[src/rtl/avst_width_conv.sv]
// -----------------------------------------------------------------------------
// avst_width_conv
//   Avalon-ST width converter. Converts IN_BYTES-symbol beats to OUT_BYTES-symbol
//   beats for any integer ratio, up or down. It carries sop/eop/channel through
//   and recomputes empty so that it stays accurate for each packet.
//   Symbol 0 is in the MSBs of both data buses.
//
//   DOWN  (IN_BYTES > OUT_BYTES): holds one input beat and emits it as slices,
//         MSB first. A short eop beat emits only the slices that hold valid
//         symbols.
//   UP    (IN_BYTES < OUT_BYTES): packs input beats MSB first into a word. The
//         word closes when it is full or on eop.
//   EQUAL (IN_BYTES == OUT_BYTES): a 1-deep register stage.
//
// Optional feature (compile-time macro AVST_WCOV_ERR_EN):
//   When defined, adds the avst_err port. avst_err is a sticky protocol-error
//   flag set by any of: sop inside a packet, a non-sop beat outside a packet,
//   or nonzero empty without eop. It stays high until reset.
//   When undefined, there is no port and no checking logic.
//
// Ports:
//   clk, reset                clock, synchronous active-high reset
//   avst_in_*                 sink side   (ready/valid/data/empty/sop/eop/channel)
//   avst_out_*                source side (ready/valid/data/empty/sop/eop/channel)
//   avst_err                  sticky protocol error (AVST_WCOV_ERR_EN only)
// -----------------------------------------------------------------------------
module avst_width_conv #(
  parameter  int IN_BYTES  = 64,
  parameter  int OUT_BYTES = 16,
  parameter  int SYM_W     = 8,
  parameter  int CH_W      = 128,
  localparam int IN_EW     = (IN_BYTES  > 1) ? $clog2(IN_BYTES)  : 1,
  localparam int OUT_EW    = (OUT_BYTES > 1) ? $clog2(OUT_BYTES) : 1,
  localparam int IN_W      = IN_BYTES  * SYM_W,
  localparam int OUT_W     = OUT_BYTES * SYM_W
) (
  input  logic              clk,
  input  logic              reset,
  output logic              avst_in_ready,
  input  logic              avst_in_valid,
  input  logic [IN_W-1:0]   avst_in_data,
  input  logic [IN_EW-1:0]  avst_in_empty,
  input  logic              avst_in_sop,
  input  logic              avst_in_eop,
  input  logic [CH_W-1:0]   avst_in_channel,
  input  logic              avst_out_ready,
  output logic              avst_out_valid,
  output logic [OUT_W-1:0]  avst_out_data,
  output logic [OUT_EW-1:0] avst_out_empty,
  output logic              avst_out_sop,
  output logic              avst_out_eop,
`ifdef AVST_WCOV_ERR_EN
  output logic              avst_err,
`endif
  output logic [CH_W-1:0]   avst_out_channel
);

  typedef enum logic {DN_IDLE, DN_DRAIN} dn_state_t;
  typedef enum logic {UP_ACC,  UP_FULL}  up_state_t;

  logic in_fire;
  logic out_fire;

  assign in_fire  = avst_in_valid  && avst_in_ready;
  assign out_fire = avst_out_valid && avst_out_ready;

  generate
    if (IN_BYTES > OUT_BYTES) begin : g_down
      // -----------------------------------------------------------------------
      // DOWN: one held beat drained as up to R slices
      // -----------------------------------------------------------------------
      localparam int R  = IN_BYTES / OUT_BYTES;
      localparam int NW = $clog2(R + 1);

      dn_state_t          state, state_nx;
      logic [IN_W-1:0]    hold_data;
      logic               hold_sop, hold_eop;
      logic [OUT_EW-1:0]  hold_empty;   // empty of the final slice
      logic [CH_W-1:0]    hold_ch;
      logic [NW-1:0]      hold_n;       // slices to emit for the held beat
      logic [NW-1:0]      k;            // current slice index
      logic               last_slice;
      logic [IN_EW:0]     in_valid_syms;
      logic [NW-1:0]      in_n;
      logic [OUT_EW-1:0]  in_last_empty;

      // Slice count and the empty of the final slice, computed at accept time.
      // A non-eop beat is always full width, so it drains all R slices.
      // NOTE: every always_comb output gets a value on every path, here by
      // straight-line assignment, so no latch can be inferred.
      always_comb begin
        in_valid_syms = avst_in_eop ? (IN_EW+1)'(IN_BYTES) - {1'b0, avst_in_empty}
                                    : (IN_EW+1)'(IN_BYTES);
        in_n          = NW'((32'(in_valid_syms) + 32'(OUT_BYTES - 1)) / 32'(OUT_BYTES));
        in_last_empty = OUT_EW'(32'(in_n) * 32'(OUT_BYTES) - 32'(in_valid_syms));
      end

      assign last_slice = (state == DN_DRAIN) && (k == hold_n - NW'(1));

      // State register
      // NOTE: sequential state uses non-blocking assignments, so every flop
      // samples its inputs from before the edge regardless of block order.
      always_ff @(posedge clk) begin
        if (reset) state <= DN_IDLE;
        else       state <= state_nx;
      end

      // Next-state logic
      always_comb begin
        state_nx = state;
        case (state)
          DN_IDLE:  if (in_fire) state_nx = DN_DRAIN;
          DN_DRAIN: if (out_fire && last_slice && !in_fire) state_nx = DN_IDLE;
          default:  state_nx = DN_IDLE;
        endcase
      end

      // Outputs. The next beat is accepted in the same cycle the final slice
      // leaves, so back-to-back beats drain with no bubble.
      always_comb begin
        avst_in_ready    = !reset && ((state == DN_IDLE) || (last_slice && avst_out_ready));
        avst_out_valid   = (state == DN_DRAIN);
        avst_out_data    = hold_data[IN_W-1 - int'(k)*OUT_W -: OUT_W];
        avst_out_sop     = (state == DN_DRAIN) && hold_sop && (k == '0);
        avst_out_eop     = last_slice && hold_eop;
        avst_out_empty   = last_slice ? hold_empty : '0;
        avst_out_channel = hold_ch;
      end

      // Hold register and slice index
      // NOTE: the datapath registers are reset too, because the outputs must
      // read as zero out of reset, not just be marked invalid.
      always_ff @(posedge clk) begin
        if (reset) begin
          hold_data  <= '0;
          hold_sop   <= 1'b0;
          hold_eop   <= 1'b0;
          hold_empty <= '0;
          hold_ch    <= '0;
          hold_n     <= '0;
          k          <= '0;
        end else if (in_fire) begin
          hold_data  <= avst_in_data;
          hold_sop   <= avst_in_sop;
          hold_eop   <= avst_in_eop;
          hold_empty <= in_last_empty;
          hold_ch    <= avst_in_channel;
          hold_n     <= in_n;
          k          <= '0;
        end else if (out_fire) begin
          k <= last_slice ? '0 : k + NW'(1);
        end
      end

    end else if (IN_BYTES < OUT_BYTES) begin : g_up
      // -----------------------------------------------------------------------
      // UP: pack R beats (or fewer, up to eop) into one output word
      // -----------------------------------------------------------------------
      localparam int R  = OUT_BYTES / IN_BYTES;
      localparam int CW = (R > 1) ? $clog2(R) : 1;

      up_state_t          state, state_nx;
      logic [CW-1:0]      cnt;
      logic [OUT_W-1:0]   acc_data, acc_next;
      logic               acc_sop;
      logic [CH_W-1:0]    acc_ch;
      logic               closing;
      logic [OUT_EW-1:0]  close_empty;
      logic [OUT_W-1:0]   word_data;
      logic               word_sop, word_eop;
      logic [OUT_EW-1:0]  word_empty;
      logic [CH_W-1:0]    word_ch;

      // Place the incoming beat into its slot. A new word starts from zero,
      // so the slots of a short final word read as zero.
      always_comb begin
        closing  = avst_in_eop || (cnt == CW'(R - 1));
        acc_next = (cnt == '0) ? '0 : acc_data;
        acc_next[OUT_W-1 - int'(cnt)*IN_W -: IN_W] = avst_in_data;
        close_empty = avst_in_eop
          ? OUT_EW'(OUT_BYTES - ((int'(cnt) + 1) * IN_BYTES - int'(avst_in_empty)))
          : '0;
      end

      // State register
      always_ff @(posedge clk) begin
        if (reset) state <= UP_ACC;
        else       state <= state_nx;
      end

      // Next-state logic: FULL while a closed word waits in the output register
      always_comb begin
        state_nx = state;
        case (state)
          UP_ACC:  if (in_fire && closing) state_nx = UP_FULL;
          UP_FULL: if (out_fire && !(in_fire && closing)) state_nx = UP_ACC;
          default: state_nx = UP_ACC;
        endcase
      end

      // Outputs
      always_comb begin
        avst_in_ready    = !reset && ((state == UP_ACC) || avst_out_ready);
        avst_out_valid   = (state == UP_FULL);
        avst_out_data    = word_data;
        avst_out_sop     = word_sop;
        avst_out_eop     = word_eop;
        avst_out_empty   = word_empty;
        avst_out_channel = word_ch;
      end

      // Accumulator and output word register. sop and channel come from the
      // first beat of the word.
      always_ff @(posedge clk) begin
        if (reset) begin
          cnt        <= '0;
          acc_data   <= '0;
          acc_sop    <= 1'b0;
          acc_ch     <= '0;
          word_data  <= '0;
          word_sop   <= 1'b0;
          word_eop   <= 1'b0;
          word_empty <= '0;
          word_ch    <= '0;
        end else if (in_fire) begin
          if (closing) begin
            word_data  <= acc_next;
            word_sop   <= (cnt == '0) ? avst_in_sop     : acc_sop;
            word_ch    <= (cnt == '0) ? avst_in_channel : acc_ch;
            word_eop   <= avst_in_eop;
            word_empty <= close_empty;
            cnt        <= '0;
          end else begin
            acc_data <= acc_next;
            cnt      <= cnt + CW'(1);
            if (cnt == '0) begin
              acc_sop <= avst_in_sop;
              acc_ch  <= avst_in_channel;
            end
          end
        end
      end

    end else begin : g_equal
      // -----------------------------------------------------------------------
      // EQUAL: single register stage at full throughput
      // -----------------------------------------------------------------------
      logic              valid_q;
      logic [OUT_W-1:0]  data_q;
      logic              sop_q, eop_q;
      logic [OUT_EW-1:0] empty_q;
      logic [CH_W-1:0]   ch_q;

      always_ff @(posedge clk) begin
        if (reset) begin
          valid_q <= 1'b0;
          data_q  <= '0;
          sop_q   <= 1'b0;
          eop_q   <= 1'b0;
          empty_q <= '0;
          ch_q    <= '0;
        end else if (in_fire) begin
          valid_q <= 1'b1;
          data_q  <= avst_in_data;
          sop_q   <= avst_in_sop;
          eop_q   <= avst_in_eop;
          empty_q <= avst_in_empty;
          ch_q    <= avst_in_channel;
        end else if (out_fire) begin
          valid_q <= 1'b0;
        end
      end

      always_comb begin
        avst_in_ready    = !reset && (!valid_q || avst_out_ready);
        avst_out_valid   = valid_q;
        avst_out_data    = data_q;
        avst_out_sop     = sop_q;
        avst_out_eop     = eop_q;
        avst_out_empty   = empty_q;
        avst_out_channel = ch_q;
      end
    end
  endgenerate

`ifdef AVST_WCOV_ERR_EN
  // Input-side packet tracker. It only observes; beats are converted as given.
  logic in_pkt;

  always_ff @(posedge clk) begin
    if (reset) begin
      in_pkt   <= 1'b0;
      avst_err <= 1'b0;
    end else if (in_fire) begin
      if ((avst_in_sop && in_pkt) || (!avst_in_sop && !in_pkt) ||
          ((avst_in_empty != '0) && !avst_in_eop))
        avst_err <= 1'b1;
      in_pkt <= !avst_in_eop;
    end
  end
`endif

endmodule
[config.mk]
export PLATFORM = sky130hd
export DESIGN_NAME = avst_width_conv
export DESIGN_NICKNAME = d
export VERILOG_FILES = /design/src/rtl/avst_width_conv.sv
export SDC_FILE = /design/constraint.sdc
export NUM_CORES = 1
export LEC_CHECK = 0
export BUFFER_PORTS_ARGS = -buffer_cell sky130_fd_sc_hd__buf_2
export CORE_AREA = 3 3 351 353
export DETAILED_ROUTE_END_ITERATION = 10
export DIE_AREA = 0 0 354 356
export SLEW_MARGIN = 20
export SYNTH_ARGS = -nofsm -noshare
export SYNTH_HDL_FRONTEND = slang
export SYNTH_SLANG_ARGS = --single-unit
[constraint.sdc]
create_clock -name clk -period 5.1 [get_ports clk]
set_clock_uncertainty 0.1 [all_clocks]
set_input_delay 0.765 -clock clk [delete_from_list [all_inputs] [get_ports clk]]
set_output_delay 0.765 -clock clk [all_outputs]
set_load 0.005 [all_outputs]
==> results.yml, run 1 <==
sta:
  setup_viol: 0
  fin_crit_sh_pct: 79.10
  drv_slew: 0
  finalWorstSetupSlack_ps: 1066
  hold_violations: 0
  tns_ps: 0
  clock.fmax_ghz: 0.2479
  relSlewSlack_pct: 20.79
  finalCriticalPeriod_ps: 4034
  holdWs_ps: 230.5
  worst_pin_slew_ps: 1188
  rsz0062_at_grt: "no"
clock_network:
  cts_max_level: 3
  cts_sinks: 653
  clockRootBuffer: "clkbuf_16"
  cts_buffer_depth: 3
  cts_buffers: 77
  path_clk_slew_ps: 60
  cts_tree: "yes"
  ctsResizeCount: 0
  clk_latency_ps: 630
  hold_buffers: 0
  postCtsSetupBuffers: 0
synthesis:
  synth_top_cell_by_area: "dfxtp_1"
  synth_area_sq_mm: 0.02678
  synth_seq_cells: 653
  syn_nets: 3839
  synth_most_common_cell: "nand2_1"
  synthTopCellsByCount: "nand2_1 (1,295), dfxtp_1 (653), o21ai_0 (422)"
  synth_top_area_share_pct: 48.81
  synth.distinct_cells: 34
  ys.flop_type: "dfxtp_1"
  synth_top_cells_by_area: "dfxtp_1 (49%), nand2_1 (18%), mux4_2 (11%), o21ai_0 (7.9%), o21ai_1 (4.1%)"
  yosys_warnings: 0
  avgSynthCellArea_sq_um: 8.419
  seq_area_frac_synth_pct: 48.81
  syn_inst: 3181
  synthArstFlopShare_pct: 0
  synth_edf_count: 0
pwr:
  peakVddDrop_uv: 241.4
  power.leakage_nw: 14.56
  p_seq_share_pct: 44.7
  p_comb_share_pct: 10.3
  p_sw_mw: 3.225
  clkPwrFrac_pct: 45.0
  intPower_mw: 9.506
  fin_total_pwr_mw: 12.73
  swShare_pct: 25.33
  powerDensity_mw_per_mm2: 362.5
setup_path:
  r2r-start: "g_down.k[2]"
  worstPathRequired_ps: 4240
  path_cells: "xnor3_1 > and4_1 > a21oi_1 > nor2_1 > buf_2"
  arrival_ps: 3170
  reg2reg_setup_slack_ps: 1750
  setup.worst_path.end_class: "primary output"
  cp_slowest_cell: "dfxtp_4"
  critPathCapture: "avst_in_ready"
  critPathMaxFanout: 40
  ff2ff_path_depth: 5
  start_kind: "flop"
  critPathMaxStageDelay_ps: 770
  startpoint: "g_down.k[2]"
  regToRegEndpoint: "avst_out_channel[117]"
  critical_path_class: "flop to primary output"
place:
  dp_hpwl_um: 75390
  place.port_buffers: 915
  dp.cells: 5489
  pre_cts_slack_ps: 1463
  place_area_sq_mm: 0.03244
  gp_congestion: 0.9279
global_route:
  grt_pass1_vias: 23190
  grt_first_pass_wirelength_um: 147500
  grt_max_degree: 220
  antenna_found_initial: 41
  overflow: 0
  grt_use_total_pct: 15.29
detailed_routing:
  vias: 24280
  ant_nets: 0
  viasPerCell: 4.290
  drt-pass1-iter-count: 5
  wl_um: 101700
  drc: 0
  drt_iter0_drc: 2316
  wl_per_cell_um: 17.96
floorplan:
  start_util_pct: 22.29
  die_area_sq_mm: 0.1260
  ios: 916
  coreArea_sq_mm: 0.1201
  die-height_um: 356
  die_w_um: 354
  rows: 127
min_path:
  hold_class: "primary input to flop"
cells_and_area:
  nNetsFinal: 4614
  final_area_sq_mm: 0.03512
  num-fill-cells: 13040
  syn2layout_area_growth_pct: 31.13
  final_util_pct: 29.23
  layout.cells.non_filler: 5659
  drive_gt1_share_pct: 30.10
outcome:
  status: "completed"
run:
  cap_violations: 0
-- cell families after synthesis --
logic type	share of synthesized area, %
AOI/OAI and AO/OA	12.28
xor gates and xnor gates	0.3457
adders and majority gates	0.2803
buffers and inverters	5.518
DFF	48.81
muxes	10.76
and+or+nand+nor	22.00
-- area by class of cell --
type / instances / area, sq um / share of cell area, %
antenna: 30 / 75.07 / 0.2138
clock buffer: 112 / 2210 / 6.292
clock inverter: 28 / 389.1 / 1.108
inverter: 10 / 45.04 / 0.1283
multi-input combinational: 2258 / 12240 / 34.84
sequential: 653 / 13080 / 37.26
tap: 1612 / 2017 / 5.743
timing repair buffer: 956 / 5062 / 14.42
-- flip-flops by register name (all words and copies together), names as in the netlist --
name and flops:
avst_out_channel 128, g_down.hold_n 3, g_down.hold_empty 4, avst_out_valid 1
g_down.hold_eop 1, g_down.hold_sop 1, g_down.k 3, g_down.hold_data 512
-- per-layer routing --
layer	vias to the layer above	GRT usage (%)	share of wire [%]
met5	-	0	0.12
met4	20	5.233	2.6
met3	155	3.312	6.2
met2	721	24.11	46
met1	11310	20.66	45
li1	12070	-	-
-- critical path: cells and delay by family, from the launching register on --
family                 cells  cell delay (ps)
AND/OR/NAND/NOR            2              470
buffers and inverters      1              160
XOR/XNOR                   1              540
AO/OA/AOI/OAI              1              590
flip-flops                 1              770
-- cells in the final DEF (no fill, tap or decap), types with 21 or more instances in the layout --
cell          n
buf_2       915
buf_4        27
clkbuf_1     21
clkbuf_16    78
dfxtp_1     650
diode_2      30
mux4_2      128
nand2_1    1295
nor2b_1     130
o21ai_0     422
o21ai_1     218
-- worst min path at each step --
stage                               from                     to  slack [ps]  cells past startpoint
CTS                    avst_in_data[446]  g_down.hold_data[446]         150                      3
detailed placement  avst_out_channel[83]   avst_out_channel[83]         340                      2
finish                 avst_in_data[446]  g_down.hold_data[446]         230                      3
global placement    g_down.hold_data[18]   g_down.hold_data[18]         330                      2
global route           avst_in_data[446]  g_down.hold_data[446]         180                      3
floorplan           g_down.hold_empty[2]   g_down.hold_empty[2]         320                      2
-- power groups by stage --
stage | logic [mW] | clock network (mW) | registers [mW]
floorplan | 0.732 | 0 | 5.70
global placement | 1.30 | 0 | 5.78
detailed placement | 1.32 | 0 | 5.79
CTS | 1.33 | 5.89 | 5.68
global route | 1.47 | 6.09 | 5.72
finish | 1.32 | 5.73 | 5.69
No activity file was read; power rests on OpenSTA's default activity.
==> run 2, diff against run 1 <==
- CORE_AREA: 3 3 351 353 -> 3 3 359 361
- DIE_AREA: 0 0 354 356 -> 0 0 362 364
- clock period: 5.1 -> 3.45 ns (I/O delays scaled with it)
==> run 2 against run 1 <==
Critical endpoint is now avst_out_data[110]. Critical path type unchanged. Combinational power is 98% higher. Register-to-register slack got worse by 910 ps. Count of clock-buffer cells in the layout increased by 4. Die area rose by 4.6%. Sequential share of layout area decreased by 5.8 points. First-iteration DRC count is 11% higher. Design area is 18% higher. Critical path depth is 1 lower. Sequential cell count unchanged.
==> results.yml, run 2 (same netlist as run 1, synthesis figures left out) <==
clock_network:
  cts_buffers: 79
  ctsResizeCount: 0
  clk_latency_ps: 670
  cts_sinks: 653
  cts_tree: "yes"
  postCtsSetupBuffers: 0
  clockRootBuffer: "clkbuf_16"
  cts_max_level: 3
  path_clk_slew_ps: 60
  cts_buffer_depth: 3
  hold_buffers: 625
global_route:
  grt_first_pass_wirelength_um: 166000
  grt_pass1_vias: 27800
  grt_max_degree: 232
  grt_use_total_pct: 16.30
  antenna_found_initial: 46
  overflow: 0
cells_and_area:
  largest_reg_flops: 512
  nNetsFinal: 5250
  final_common_cell: "nand2_1"
  drive_gt1_share_pct: 26.29
  top_register: "g_down.hold_data"
  final_util_pct: 33.06
  syn2layout_area_growth_pct: 55.20
  layout_common_cells: "nand2_1 (1,295), buf_2 (915), dfxtp_1 (650)"
sta:
  holdWs_ps: 88.05
  finalCriticalPeriod_ps: 3166
  tns_ps: 0
  fin_crit_sh_pct: 91.78
  setup_viol: 0
  hold_violations: 0
  drv_slew: 0
  worst_pin_slew_ps: 1283
  rsz0062_at_grt: "no"
  clock.fmax_ghz: 0.3158
  relSlewSlack_pct: 14.47
floorplan:
  coreArea_sq_mm: 0.1257
  rows: 130
  die_w_um: 362
  start_util_pct: 21.30
  die-height_um: 364
  die_area_sq_mm: 0.1318
  ios: 916
detailed_routing:
  drt_iter0_drc: 2566
  wl_per_cell_um: 17.80
  wl_um: 112500
  vias: 27590
  drc: 0
  drt-pass1-iter-count: 5
  ant_nets: 0
  viasPerCell: 4.365
pwr:
  clkPwrFrac_pct: 43.1
  p_comb_share_pct: 13.5
  powerDensity_mw_per_mm2: 466.3
  peakVddDrop_uv: 362.9
  p_sw_mw: 5.027
  intPower_mw: 14.36
  power.leakage_nw: 17.24
  swShare_pct: 25.94
  p_seq_share_pct: 43.4
setup_path:
  path_cells: "buf_12 > mux4_2 > nor2b_1 > buf_2"
  reg2reg_setup_slack_ps: 840
  critical_path_class: "flop to primary output"
  crit_buf_inv: 2
  cp_slowest_cell: "mux4_2"
  critPathMaxStageDelay_ps: 560
  critPathMaxFanout: 41
  ff2ff_path_depth: 9
  crit_family: "multiplexers"
  setup.worst_path.end_class: "primary output"
  cp.depth: 4
  worstPathRequired_ps: 2830
  arrival_ps: 2550
  start_kind: "flop"
outcome:
  status: "completed"
place:
  gp_congestion: 0.9098
  dp_hpwl_um: 77760
  place.port_buffers: 915
run:
  cap_violations: 0
min_path:
  hold_class: "primary input to flop"
  hold_path_depth: 3
-- run 2: power by group through the flow --
| stage | clock network [mW] | logic (mW) | registers, mW |
|---|---|---|---|
| 3_3_place_gp | 0 | 1.97 | 8.55 |
| 2_1_floorplan | 0 | 1.08 | 8.43 |
| 6_report | 8.35 | 2.61 | 8.42 |
| 5_1_grt | 8.89 | 2.86 | 8.47 |
| 4_1_cts | 8.59 | 2.60 | 8.41 |
| 3_5_place_dp | 0 | 2.00 | 8.57 |
-- run 2: final timing paths --
| kind | endpoint | startpoint |
|---|---|---|
| max | avst_out_data[110] | g_down.k[1] |
| min | g_down.hold_data[213] | avst_in_data[213] |
| min reg2reg | g_down.hold_data[85] | g_down.hold_data[85] |
| max reg2reg | g_down.hold_data[280] | g_down.hold_n[0] |
-- run 2: stage by stage --
step / power, mW / worst slack (ps) / instances / cell area, sq um
2_1_floorplan: 9.513 / 836.0 / 3181 / 26780
3_3_place_gp: 10.53 / 881.2 / 5536 / 32680
3_5_place_dp: 10.56 / 855.0 / 5536 / 32680
4_1_cts: 19.60 / 144.0 / 6302 / 41520
5_1_grt: 20.21 / 104.9 / 6311 / 41540
6_report: 19.38 / 283.6 / 6321 / 41560
-- run 2: routing by layer --
layer / GRT usage, % / vias up / share of wire, %
li1: - / 13340 / -
met1: 21.24 / 12900 / 43
met2: 25.88 / 1046 / 46
met3: 3.979 / 289 / 7.1
met4: 6.522 / 22 / 3.7
met5: 0 / - / 0.13
-- run 2: layout make-up --
| cell class | instances | area [sq um] |
|---|---|---|
| fillers | 12790 | 84170 |
| clock inverters | 25 | 227.7 |
| flip-flops and latches | 653 | 13080 |
| well taps | 1650 | 2064 |
| multi-input cells | 2258 | 12240 |
| repair buffers | 1590 | 11510 |
| diodes | 19 | 47.55 |
| inverters | 10 | 45.04 |
| clock buffers | 116 | 2350 |
-- run 2: worst reg2reg max path, cell delays in order, from the launching register on --
cell and delay, ps:
dfxtp_1 370, inv_1 60, ha_1 300, xor2_1 170, a41o_1 230, and3_4 420
buf_12 230, buf_12 330, nand2_1 200, o21ai_0 110
